$ cat src/rtl/vga_dither_pkg.sv
// Shared constants and helpers for the VGA output dither stage: Bayer table,
// offset selection by truncation depth, and a generic RGB triple type.
package vga_dither_pkg;

    localparam int VGA_BITS     = 6;
    localparam int RGB_MAX_BITS = 16;

    // Indexed by {y, x}: (0,0)=0, (1,0)=2, (0,1)=3, (1,1)=1
    localparam logic [3:0][1:0] BAYER_2X2 = {2'd1, 2'd3, 2'd2, 2'd0};

    // Narrower channels occupy the LSBs of each field.
    typedef struct packed {
        logic [RGB_MAX_BITS-1:0] r;
        logic [RGB_MAX_BITS-1:0] g;
        logic [RGB_MAX_BITS-1:0] b;
    } rgb_t;

    function automatic logic [1:0] offset(input int d, input logic x, input logic y);
        logic [1:0] idx;
        idx = {y, x};
        case (d)
            2:       offset = BAYER_2X2[idx];
            1:       offset = {1'b0, x ^ y};
            default: offset = 2'd0;
        endcase
    endfunction

endpackage

$ cat src/rtl/vga_dither_out_pos.sv
// Pixel/line/frame parity tracker driving the dither phase. Parities advance
// only on ce_pix; blank edges are found against the previous sampled blanks.
module dither_pos_tracker #(
    parameter bit TEMPORAL = 1'b1
) (
    input  logic clk_sys,
    input  logic reset,
    input  logic ce_pix,
    input  logic hblank,
    input  logic vblank,
    output logic x_phase,
    output logic y_phase
);

    logic xp_q, xp_d;
    logic yp_q, yp_d;
    logic fp_q, fp_d;
    logic hb_prev_q, hb_prev_d;
    logic vb_prev_q, vb_prev_d;

    always_comb begin
        xp_d      = xp_q;
        yp_d      = yp_q;
        fp_d      = fp_q;
        hb_prev_d = hb_prev_q;
        vb_prev_d = vb_prev_q;
        if (ce_pix) begin
            hb_prev_d = hblank;
            vb_prev_d = vblank;
            xp_d      = hblank ? 1'b0 : ~xp_q;
            // vblank clears the row parity even when hblank rises in the same pixel
            if (vblank) begin
                yp_d = 1'b0;
            end else if (hblank && !hb_prev_q) begin
                yp_d = ~yp_q;
            end
            if (vblank && !vb_prev_q) begin
                fp_d = ~fp_q;
            end
        end
    end

    // Previous-blank flags reset high so a reset inside blanking is not seen as an edge.
    always_ff @(posedge clk_sys) begin
        if (reset) begin
            xp_q      <= 1'b0;
            yp_q      <= 1'b0;
            fp_q      <= 1'b0;
            hb_prev_q <= 1'b1;
            vb_prev_q <= 1'b1;
        end else begin
            xp_q      <= xp_d;
            yp_q      <= yp_d;
            fp_q      <= fp_d;
            hb_prev_q <= hb_prev_d;
            vb_prev_q <= vb_prev_d;
        end
    end

    assign x_phase = xp_q ^ (TEMPORAL & fp_q);
    assign y_phase = yp_q;

endmodule

$ cat src/rtl/vga_dither_out.sv
// VGA output stage: 2x2 ordered dither from IN_BITS to OUT_BITS per channel,
// blank forcing, and sync delay matched to the two-stage colour pipeline.
module vga_dither_out
    import vga_dither_pkg::*;
#(
    parameter int IN_BITS  = 8,
    parameter int OUT_BITS = VGA_BITS,
    parameter bit TEMPORAL = 1'b1
) (
    input  logic                clk_sys,
    input  logic                reset,
    input  logic                ce_pix,
    input  logic [IN_BITS-1:0]  r_in,
    input  logic [IN_BITS-1:0]  g_in,
    input  logic [IN_BITS-1:0]  b_in,
    input  logic                hs_in,
    input  logic                vs_in,
    input  logic                hblank,
    input  logic                vblank,
    output logic [OUT_BITS-1:0] r_out,
    output logic [OUT_BITS-1:0] g_out,
    output logic [OUT_BITS-1:0] b_out,
    output logic                hs_out,
    output logic                vs_out
);

    localparam int D = IN_BITS - OUT_BITS;

    if (D < 0 || D > 2) begin : g_bad_width
        $error("vga_dither_out: IN_BITS-OUT_BITS must be 0, 1 or 2");
    end

    logic x_phase;
    logic y_phase;

    dither_pos_tracker #(
        .TEMPORAL (TEMPORAL)
    ) u_pos (
        .clk_sys (clk_sys),
        .reset   (reset),
        .ce_pix  (ce_pix),
        .hblank  (hblank),
        .vblank  (vblank),
        .x_phase (x_phase),
        .y_phase (y_phase)
    );

    // Stage 1 shared state: offset, blank and syncs for the captured pixel.
    logic [1:0] ofs_q, ofs_d;
    logic       blank_q, blank_d;
    logic       hs1_q, hs1_d;
    logic       vs1_q, vs1_d;
    // Stage 2 syncs.
    logic       hs2_q, hs2_d;
    logic       vs2_q, vs2_d;

    always_comb begin
        ofs_d   = ofs_q;
        blank_d = blank_q;
        hs1_d   = hs1_q;
        vs1_d   = vs1_q;
        hs2_d   = hs2_q;
        vs2_d   = vs2_q;
        if (ce_pix) begin
            ofs_d   = offset(D, x_phase, y_phase);
            blank_d = hblank | vblank;
            hs1_d   = hs_in;
            vs1_d   = vs_in;
            hs2_d   = hs1_q;
            vs2_d   = vs1_q;
        end
    end

    always_ff @(posedge clk_sys) begin
        if (reset) begin
            ofs_q   <= 2'd0;
            blank_q <= 1'b1;
            hs1_q   <= 1'b1;
            vs1_q   <= 1'b1;
            hs2_q   <= 1'b1;
            vs2_q   <= 1'b1;
        end else begin
            ofs_q   <= ofs_d;
            blank_q <= blank_d;
            hs1_q   <= hs1_d;
            vs1_q   <= vs1_d;
            hs2_q   <= hs2_d;
            vs2_q   <= vs2_d;
        end
    end

    logic [IN_BITS-1:0]  ch_in  [3];
    logic [OUT_BITS-1:0] ch_out [3];

    assign ch_in[0] = r_in;
    assign ch_in[1] = g_in;
    assign ch_in[2] = b_in;

    for (genvar gi = 0; gi < 3; gi++) begin : g_chan
        logic [IN_BITS-1:0]  col_q, col_d;
        logic [OUT_BITS-1:0] pix_q, pix_d;
        logic [IN_BITS:0]    sum;
        logic                unused_sum;

        always_comb begin
            col_d = col_q;
            pix_d = pix_q;
            sum   = {1'b0, col_q} + (IN_BITS+1)'(ofs_q);
            if (ce_pix) begin
                col_d = ch_in[gi];
                // Blank beats saturation; the carry bit means the dither overflowed.
                if (blank_q) begin
                    pix_d = '0;
                end else if (sum[IN_BITS]) begin
                    pix_d = '1;
                end else begin
                    pix_d = sum[IN_BITS-1:D];
                end
            end
        end

        always_ff @(posedge clk_sys) begin
            if (reset) begin
                col_q <= '0;
                pix_q <= '0;
            end else begin
                col_q <= col_d;
                pix_q <= pix_d;
            end
        end

        assign unused_sum  = ^sum;
        assign ch_out[gi]  = pix_q;
    end

    assign r_out  = ch_out[0];
    assign g_out  = ch_out[1];
    assign b_out  = ch_out[2];
    assign hs_out = hs2_q;
    assign vs_out = vs2_q;

endmodule

$ cat config.mk
export PLATFORM = sky130hd
export DESIGN_NAME = vga_dither_out
export DESIGN_NICKNAME = d
export VERILOG_FILES = /design/src/rtl/vga_dither_pkg.sv /design/src/rtl/vga_dither_out_pos.sv /design/src/rtl/vga_dither_out.sv
export SDC_FILE = /design/constraint.sdc
export NUM_CORES = 1
export LEC_CHECK = 0
export CAP_MARGIN = 20
export CELL_PAD_IN_SITES_DETAIL_PLACEMENT = 1
export CELL_PAD_IN_SITES_GLOBAL_PLACEMENT = 2
export CORE_UTILIZATION = 30
export DETAILED_ROUTE_END_ITERATION = 6
export GPL_TIMING_DRIVEN = 0
export HOLD_SLACK_MARGIN = 0.05
export PLACE_DENSITY_LB_ADDON = 0.15
export SLEW_MARGIN = 10
export SYNTH_ARGS = -nofsm -noshare
export SYNTH_HDL_FRONTEND = slang
export SYNTH_SLANG_ARGS = --single-unit
$ cat constraint.sdc
create_clock -name clk_sys -period 2.1 [get_ports clk_sys]
set_input_delay 0.315 -clock clk_sys [delete_from_list [all_inputs] [get_ports clk_sys]]
set_output_delay 0.315 -clock clk_sys [all_outputs]
set_load 0.02 [all_outputs]
# == After elaboration in Yosys (flattened, before gate mapping) ==
# Index checks and enable logic that the tools add are counted.
# classes
n_lt_le_gt_ge,1
n_bitwise,5
n_addsub,3
mux,11
reduce_logical,7
# ops
operator,n
$mux 6,6
$add 8x2->9,3
$bmux 2 s2,1
$reduce_and 2->1,2
$lt 2x3->1 const B,1
$mux 1,3
$not 1->1,3
$logic_and 1x1->1,2
$logic_not 1->1,2
$mux 2,1
$reduce_bool 2->1,1
$or 1x1->1,1
$xor 1x1->1,1
# word_totals
output_inout_bits,20
wordCells,44
in_bits,31
regBits,54

# == Longest topological paths before layout ==
# Gate-level depths: netlist (run 1).
# depth
word_depth,4
ltp_mapped,6
mapped_depth_nobuf,5

# == By module ==
# From an unflattened synthesis (run 1), not the netlist that was laid out.
# unflattened
cells_unflattened,246
hier_area_um2,2367.3
# by_module_without_submodules
module,area_each_um2,seq_area_each_um2,cells_each,instances
vga_dither_out,2144.6,980.9,223,1
dither_pos_tracker,222.7,100.1,23,1

# == Least setup slack after synthesis (run 1) ==
# OpenSTA, ideal clock, no wires.
# synth_path
path_kind,register -> register
from,register ofs_q[1]
to,register g_chan[1].pix_q[4] (netlist: g_out[4])
n_path_buf,1
setup_slack_ns,0.414
synth_period_minus_slack_ns,1.686
arrival_time_ns,1.569
required_time_ns,1.983
path_stages_with_launch,7
setup_time_ns,0.117
cell_sequence,dfxtp_1 ha_1 a31o_1 and3_1 buf_6 a31o_1 a32o_1
# synth_between
elab_chain_cells,3
# synth_lines
item,line_no,text
"start, declared",vga_dither_out.sv:49,"logic [1:0] ofs_q, ofs_d;"
"start signal, assigned",vga_dither_out.sv:83,ofs_q <= ofs_d;
$add 8x2->9,vga_dither_out.sv:108,"sum = {1'b0, col_q} + (IN_BITS+1)'(ofs_q);"
$mux 6,vga_dither_out.sv:114,end else if (sum[IN_BITS]) begin
$mux 6,vga_dither_out.sv:112,if (blank_q) begin
"end signal, assigned",vga_dither_out.sv:128,pix_q <= pix_d;
"end, declared",vga_dither_out.sv:101,"logic [OUT_BITS-1:0] pix_q, pix_d;"
# No other way between the ends.
# A chain may end at the register's enable or synchronous reset.

# == Final worst setup path (run 1) ==
# Same ends and word-level chain as after synthesis.

==> results.ini, run 1 <==
[grt]
grt_max_degree = 17
grtUsageTotal_pct = 15.9
grt_pass1_wl_mm = 10.1
grt_pass1_vias = 1984
antenna_found_initial = 0
grt_overflow = 0

[clock_network]
cts_resized = 0
cts.reportedPaths.clkPinSlew_ns = 0.10
cts_root_buffer = clkbuf_8
cts.sinks = 54
postCtsHoldBufs = 0
postCtsSetupRepairBufs = 0
tritoncts = done
cts_buffer_depth = 2
insertion_delay_ns = 0.30
h-tree-depth = 2
cts_buffers = 5

[worst_setup_path]
worstSetupPathType = register to register
path_max_fanout = 6
start_kind = register
end_kind = register
crit_required_ns = 2.30
cp.arrival_ns = 2.07

[timing]
period_share_pct = 89.1
final-hold-violation-count = 0
finClkSkew_ns = 0.00663
fmax_mhz = 534
fin_crit_ns = 1.87
setup_viol = 0
worstMarginPinSlew_ns = 0.644
slew_viol_final = 0
tns_ns = 0
hold_slack_ns = 0.458
maxSlewHeadroom_pct = 56.9
rsz0062_at_grt = false

[floorplanning]
die_h_um = 89.9
coreArea_mm2 = 0.00737
design.portCount = 51
rows = 31
fp.dieArea_mm2 = 0.00808
die_w_um = 89.9
start_util_pct = 31.4

[logic_synthesis]
synth_enable_flop_cells = 0
synth_area_mm2 = 0.00232
syn-num-nets = 285
synthFlopType = dfxtp_1
seq_area_frac_synth_pct = 46.7
ys_warn_count = 0
ys_ff_latch = 54
avgSynthCellArea_um2 = 9.23
syn_inst = 251
ys_async_sr_fraction_pct = 0
synthDistinctLibCells = 41

[layout]
utilization_pct = 41.3
diodes = 0
final_cell_mix = dfxtp_1, clkdlybuf4s50_1, nor2_1
final_layout_size_suffix_gt1_share_pct = 6.17
fillers = 877
final_common_cell = dfxtp_1
layout.nets = 341
area.growth.synth_to_final_pct = 31.3

[placed_design]
dp_hpwl_mm = 4.49
io_buffers = 49
finalWeightedCongestion = 0.696

[detailed_routing]
drcViolationCount = 0
avgViaCountPerCell = 4.84
drtIter0Drc = 48
first_pass_iters = 4
wl_per_cell_um = 15.1
antenna_left = 0
routed_wl_mm = 6.13
via_count = 1969

[power_and_ir_drop]
p_per_area_mw_per_mm2 = 665
p_leak_nw = 1.18
p_total_mw = 2.02
worst_ir_drop_vdd_uv = 290

[run_status]
status = finished, final reports clean

[hold_path]
min_path_type = register to register

[run]
cap_violations = 0

-- cells in the mapped netlist (2+ instances only) --
| cell | n | share of area (%) |
|---|---|---|
| o22ai_1 | 2 | 0.54 |
| nor2_1 | 35 | 5.7 |
| nand4_1 | 8 | 2.2 |
| mux2i_1 | 29 | 13 |
| xnor2_1 | 3 | 1.1 |
| a2bb2oi_1 | 2 | 0.76 |
| a31oi_1 | 2 | 0.54 |
| a32o_1 | 3 | 1.3 |
| and3_1 | 5 | 1.3 |
| a211oi_1 | 2 | 0.65 |
| a21oi_1 | 9 | 1.9 |
| nor2b_1 | 7 | 1.9 |
| a31o_1 | 2 | 0.76 |
| ha_1 | 3 | 1.6 |
| a21o_1 | 3 | 0.97 |
| buf_2 | 5 | 1.1 |
| nor3_1 | 2 | 0.43 |
| or2_2 | 2 | 0.54 |
| dfxtp_1 | 54 | 47 |
| nand2b_1 | 6 | 1.6 |
| o21ai_0 | 16 | 3.5 |
| clkbuf_1 | 8 | 1.3 |
| nand3_1 | 3 | 0.65 |
| a211o_1 | 4 | 1.5 |
| inv_1 | 4 | 0.65 |
| nand2_1 | 17 | 2.8 |
-- metrics by stage --
step / setup WS (ns) / cells / area, um2
final: 0.229 / 407 / 3040
after global routing: 0.153 / 407 / 3040
after floorplan: 0.414 / 251 / 2320
after global placement: 0.00139 / 399 / 2930
after CTS: 0.230 / 407 / 3040
after detailed placement: 0.00667 / 399 / 2930
-- cell families after synthesis --
logic type | synth area share, %
AND/OR/NAND/NOR | 19.6
flip-flops | 46.7
AO/OA/AOI/OAI | 14.6
multiplexers | 12.5
buffers and inverters | 3.51
XOR/XNOR | 1.51
adder cells (fa/ha/maj) | 1.62
-- cell type report --
cell class | instances | area (um2) | share of cell area, %
clock buffers | 6 | 72.6 | 2.39
well taps | 99 | 124 | 4.07
repair buffers | 49 | 490 | 16.1
multi-input cells | 179 | 1150 | 38.0
clock inverters | 2 | 37.5 | 1.23
plain buffers | 14 | 66.3 | 2.18
inverters | 4 | 15.0 | 0.494
flip-flops and latches | 54 | 1080 | 35.5
-- path summary, 6_finish.rpt --
kind | endpoint | depth (start not counted) | start | slack (ns)
max | g_out[4] | 6 | ofs_q[1] | 0.23
min | b_out[4] | 2 | b_out[4] | 0.46
max reg2reg | g_out[4] | 6 | ofs_q[1] | 0.23
min reg2reg | b_out[4] | 2 | b_out[4] | 0.46
-- routing by layer --
metal | wire length (um) | GRT usage, % | vias to the layer above
li1 | - | - | 1000
met2 | 2760 | 26.0 | 33
met1 | 3110 | 21.7 | 931
met5 | 0 | 0 | -
met4 | 51 | 4.03 | 0
met3 | 207 | 3.05 | 5
-- flip-flops by register name, indices dropped and copies added, names as in the netlist --
register / count
g_chan.col_q: 24
b_out: 6
g_out: 6
r_out: 6
ofs_q: 2
blank_q: 1
hs1_q: 1
hs_out: 1
u_pos.fp_q: 1
u_pos.hb_prev_q: 1
u_pos.vb_prev_q: 1
u_pos.xp_q: 1
u_pos.y_phase: 1
vs1_q: 1
vs_out: 1
-- worst max-delay path, cell delays in order (launching register included) --
cell,delay (ns)
dfxtp_1,0.43
ha_1,0.26
a31o_1,0.27
and3_1,0.20
buf_6,0.13
a31o_1,0.22
a32o_1,0.25
-- where the power goes --
group          switching (mW)  total [mW]  internal, mW
registers              0.0407        1.11          1.06
clock network           0.338       0.694         0.356
logic                   0.103       0.224         0.120
No activity file was read; power rests on OpenSTA's default activity.
==> run 2: changes to the inputs <==
- ABC_AREA: unset -> 1
- CORE_UTILIZATION: 30 -> 27
==> results.ini, run 2 <==
[worst_setup_path]
start_kind = register
end_kind = output port
cp.depth = 1  ; -5
crit_path_max_incr_delay_ns = 0.61  ; +0.18 ns
slowest_stage = clkdlybuf4s50_1
crit_required_ns = 1.78  ; -0.52 ns
path_delay_family = buffers and inverters
cp.arrival_ns = 1.26  ; -0.81 ns
crit_buf_inv = 1  ; unchanged
path_cells = clkdlybuf4s50_1
reg2reg_depth = 7  ; +1
path_max_fanout = 2  ; -4
worstSetupPathType = register to output port

[run_status]
status = finished, final reports clean

[detailed_routing]
wl_per_cell_um = 13.6  ; -9.8%
avgViaCountPerCell = 4.70  ; -2.8%
drcViolationCount = 0  ; unchanged
via_count = 2427  ; +23%
antenna_left = 0  ; unchanged
drtIter0Drc = 50  ; +4.2%
routed_wl_mm = 7.01  ; +14%
first_pass_iters = 4  ; unchanged

[layout]
fillers = 1151  ; +31%
final_common_cell = nand2_1
layout.nets = 441  ; +29%
area.growth.synth_to_final_pct = 30.4
largest_reg_flops = 24  ; unchanged
utilization_pct = 36.3  ; -5.0 points
stdcell_count = 516  ; +27%
final_layout_size_suffix_gt1_share_pct = 4.66  ; -1.5 points
top_register = g_chan.col_q
final_cell_mix = nand2_1, dfxtp_1, clkdlybuf4s50_1
design_area_mm2 = 0.00315  ; +3.5%
diodes = 0  ; unchanged

[placed_design]
io_buffers = 49  ; unchanged
dp_hpwl_mm = 5.29  ; +18%
placedCellCount = 508  ; +27%
placed_area_mm2 = 0.00304  ; +3.7%
pre_cts_ws_ns = 0.215  ; +0.208 ns
finalWeightedCongestion = 0.734  ; +5.4%

[power_and_ir_drop]
p_per_area_mw_per_mm2 = 664  ; -0.22%
pwr-share-clk_pct = 34.0  ; -0.3 points
p_int_mw = 1.54  ; +0.14%
p_sw_mw = 0.546  ; +13%
worst_ir_drop_vdd_uv = 233  ; -20%
swShare_pct = 26.1  ; +2.3 points
p_total_mw = 2.09  ; +3.3%
combinationalPowerShare_pct = 12.5  ; +1.5 points
p_leak_nw = 1.29  ; +10%
sequentialPowerShare_pct = 53.4  ; -1.2 points

[run]
cap_violations = 0  ; unchanged

[timing]
final-hold-violation-count = 0  ; unchanged
period_share_pct = 75.2  ; -14 points
hold_slack_ns = 0.401  ; -0.0562 ns
tns_ns = 0  ; unchanged
rsz0062_at_grt = false
slew_viol_final = 0  ; unchanged
setup_ws_ns = 0.520  ; +0.291 ns
finClkSkew_ns = 0.00884  ; +0.00220 ns
fmax_mhz = 633  ; +18%
maxSlewHeadroom_pct = 63.3  ; +6.4 points
setup_viol = 0  ; unchanged
worstMarginPinSlew_ns = 0.551  ; -0.0938 ns
fin_crit_ns = 1.58  ; -0.291 ns

[logic_synthesis]
synth_compound_area_share_pct = 14.8  ; +0.25 points
syn_inst = 351  ; +40%
synthXorXnorAreaFrac_pct = 0.726  ; -0.79 points
avgSynthCellArea_um2 = 6.88  ; -26%
synthAdderAreaFrac_pct = 1.56  ; -0.065 points
ys_ff_latch = 54  ; unchanged
ys_async_sr_fraction_pct = 0  ; unchanged
synth_enable_flop_cells = 0  ; unchanged
yosys-top-cells-area = dfxtp_1, nand2_1, a21oi_1
synth_common_cells = nand2_1, dfxtp_1, a21oi_1
yosysMostFrequentCell = nand2_1
synthDistinctLibCells = 19  ; -54%
synthFlopType = dfxtp_1
syn-num-nets = 385  ; +35%
synth_mux_area_share_pct = 0  ; -13 points
ys_warn_count = 0  ; unchanged
synth_top_area_share_pct = 44.8  ; -1.9 points
synth.largest_area_cell = dfxtp_1
yosys.area_share.simple_pct = 30.3  ; +11 points
seq_area_frac_synth_pct = 44.8  ; -1.9 points
synth_area_mm2 = 0.00241  ; +4.2%
synth_top_family_by_area = simple AND/OR/NAND/NOR gates

[clock_network]
cts.sinks = 54  ; unchanged
cts_resized = 0  ; unchanged
cts_buffer_depth = 2  ; unchanged
tritoncts = done
h-tree-depth = 2  ; unchanged
cts_buffers = 5  ; unchanged
postCtsSetupRepairBufs = 0  ; unchanged
postCtsHoldBufs = 0  ; unchanged
insertion_delay_ns = 0.31  ; about the same
cts_root_buffer = clkbuf_8
cts.reportedPaths.clkPinSlew_ns = 0.10  ; about the same

[floorplanning]
fp.dieArea_mm2 = 0.00932  ; +15%
coreArea_mm2 = 0.00868  ; +18%
rows = 34  ; +9.7%
start_util_pct = 27.8  ; -3.6 points
die_h_um = 96.5  ; +7.4%
die_w_um = 96.5  ; +7.4%
design.portCount = 51  ; unchanged

[grt]
grt_overflow = 0  ; unchanged
grt_pass1_vias = 2305  ; +16%
grt_pass1_wl_mm = 11.4  ; +12%
grtUsageTotal_pct = 16.1  ; +0.17 points
antenna_found_initial = 0  ; unchanged
grt_max_degree = 17  ; unchanged

[hold_path]
holdPathStages = 3  ; +1
min_path_type = input pin to register

-- run 2: cell count changes after synthesis, sizes merged, moves of 7 or more --
cell   before  now
nor2       35   27
o21ai      16   30
mux2i      29    0
inv         4   33
nand3       3   29
nand2      17  105
nor2b       7    0
a21oi       9   40
-- run 2: path summary, 6_finish.rpt --
kind,start,endpoint,slack [ns]
setup / recovery,hs_out,hs_out,0.52
hold / removal,ce_pix,g_chan[1].col_q[0],0.40
setup reg to reg,ofs_q[1],b_out[5],0.54
hold reg to reg,vs1_q,vs1_q,0.47
-- run 2: kinds of logic (layout without fill, tap and decap cells) --
logic type / Yosys count / count (layout)
and+or+nand+nor: 173 / 173
AOI/OAI and AO/OA: 71 / 71
DFF: 54 / 54
buffers and inverters: 48 / 105
adders and majority gates: 3 / 3
xor gates and xnor gates: 2 / 2
-- run 2: metal layers --
layer  global-route usage (%)  wire (um)
met1                     20.4       3470
met3                     2.58        197
met2                     28.5       3270
met5                        0          0
met4                     3.92         70
-- run 2: cell type report --
class	instances	area [um2]	area share [%]
Tap cell	108	135	4.29
Buffer	15	63.8	2.03
Multi-Input combinational cell	249	1140	36.4
Timing Repair Buffer	49	490	15.6
Clock buffer	5	68.8	2.19
Sequential cell	54	1080	34.3
Clock inverter	3	40.0	1.27
Inverter	33	124	3.93
-- run 2: power by group through the flow --
stage / logic, mW / clock network (mW) / registers (mW)
after floorplan: 0.138 / 0 / 1.14
after global placement: 0.264 / 0 / 1.14
after detailed placement: 0.266 / 0 / 1.14
after CTS: 0.268 / 0.740 / 1.12
after global routing: 0.300 / 0.774 / 1.12
final: 0.262 / 0.711 / 1.12
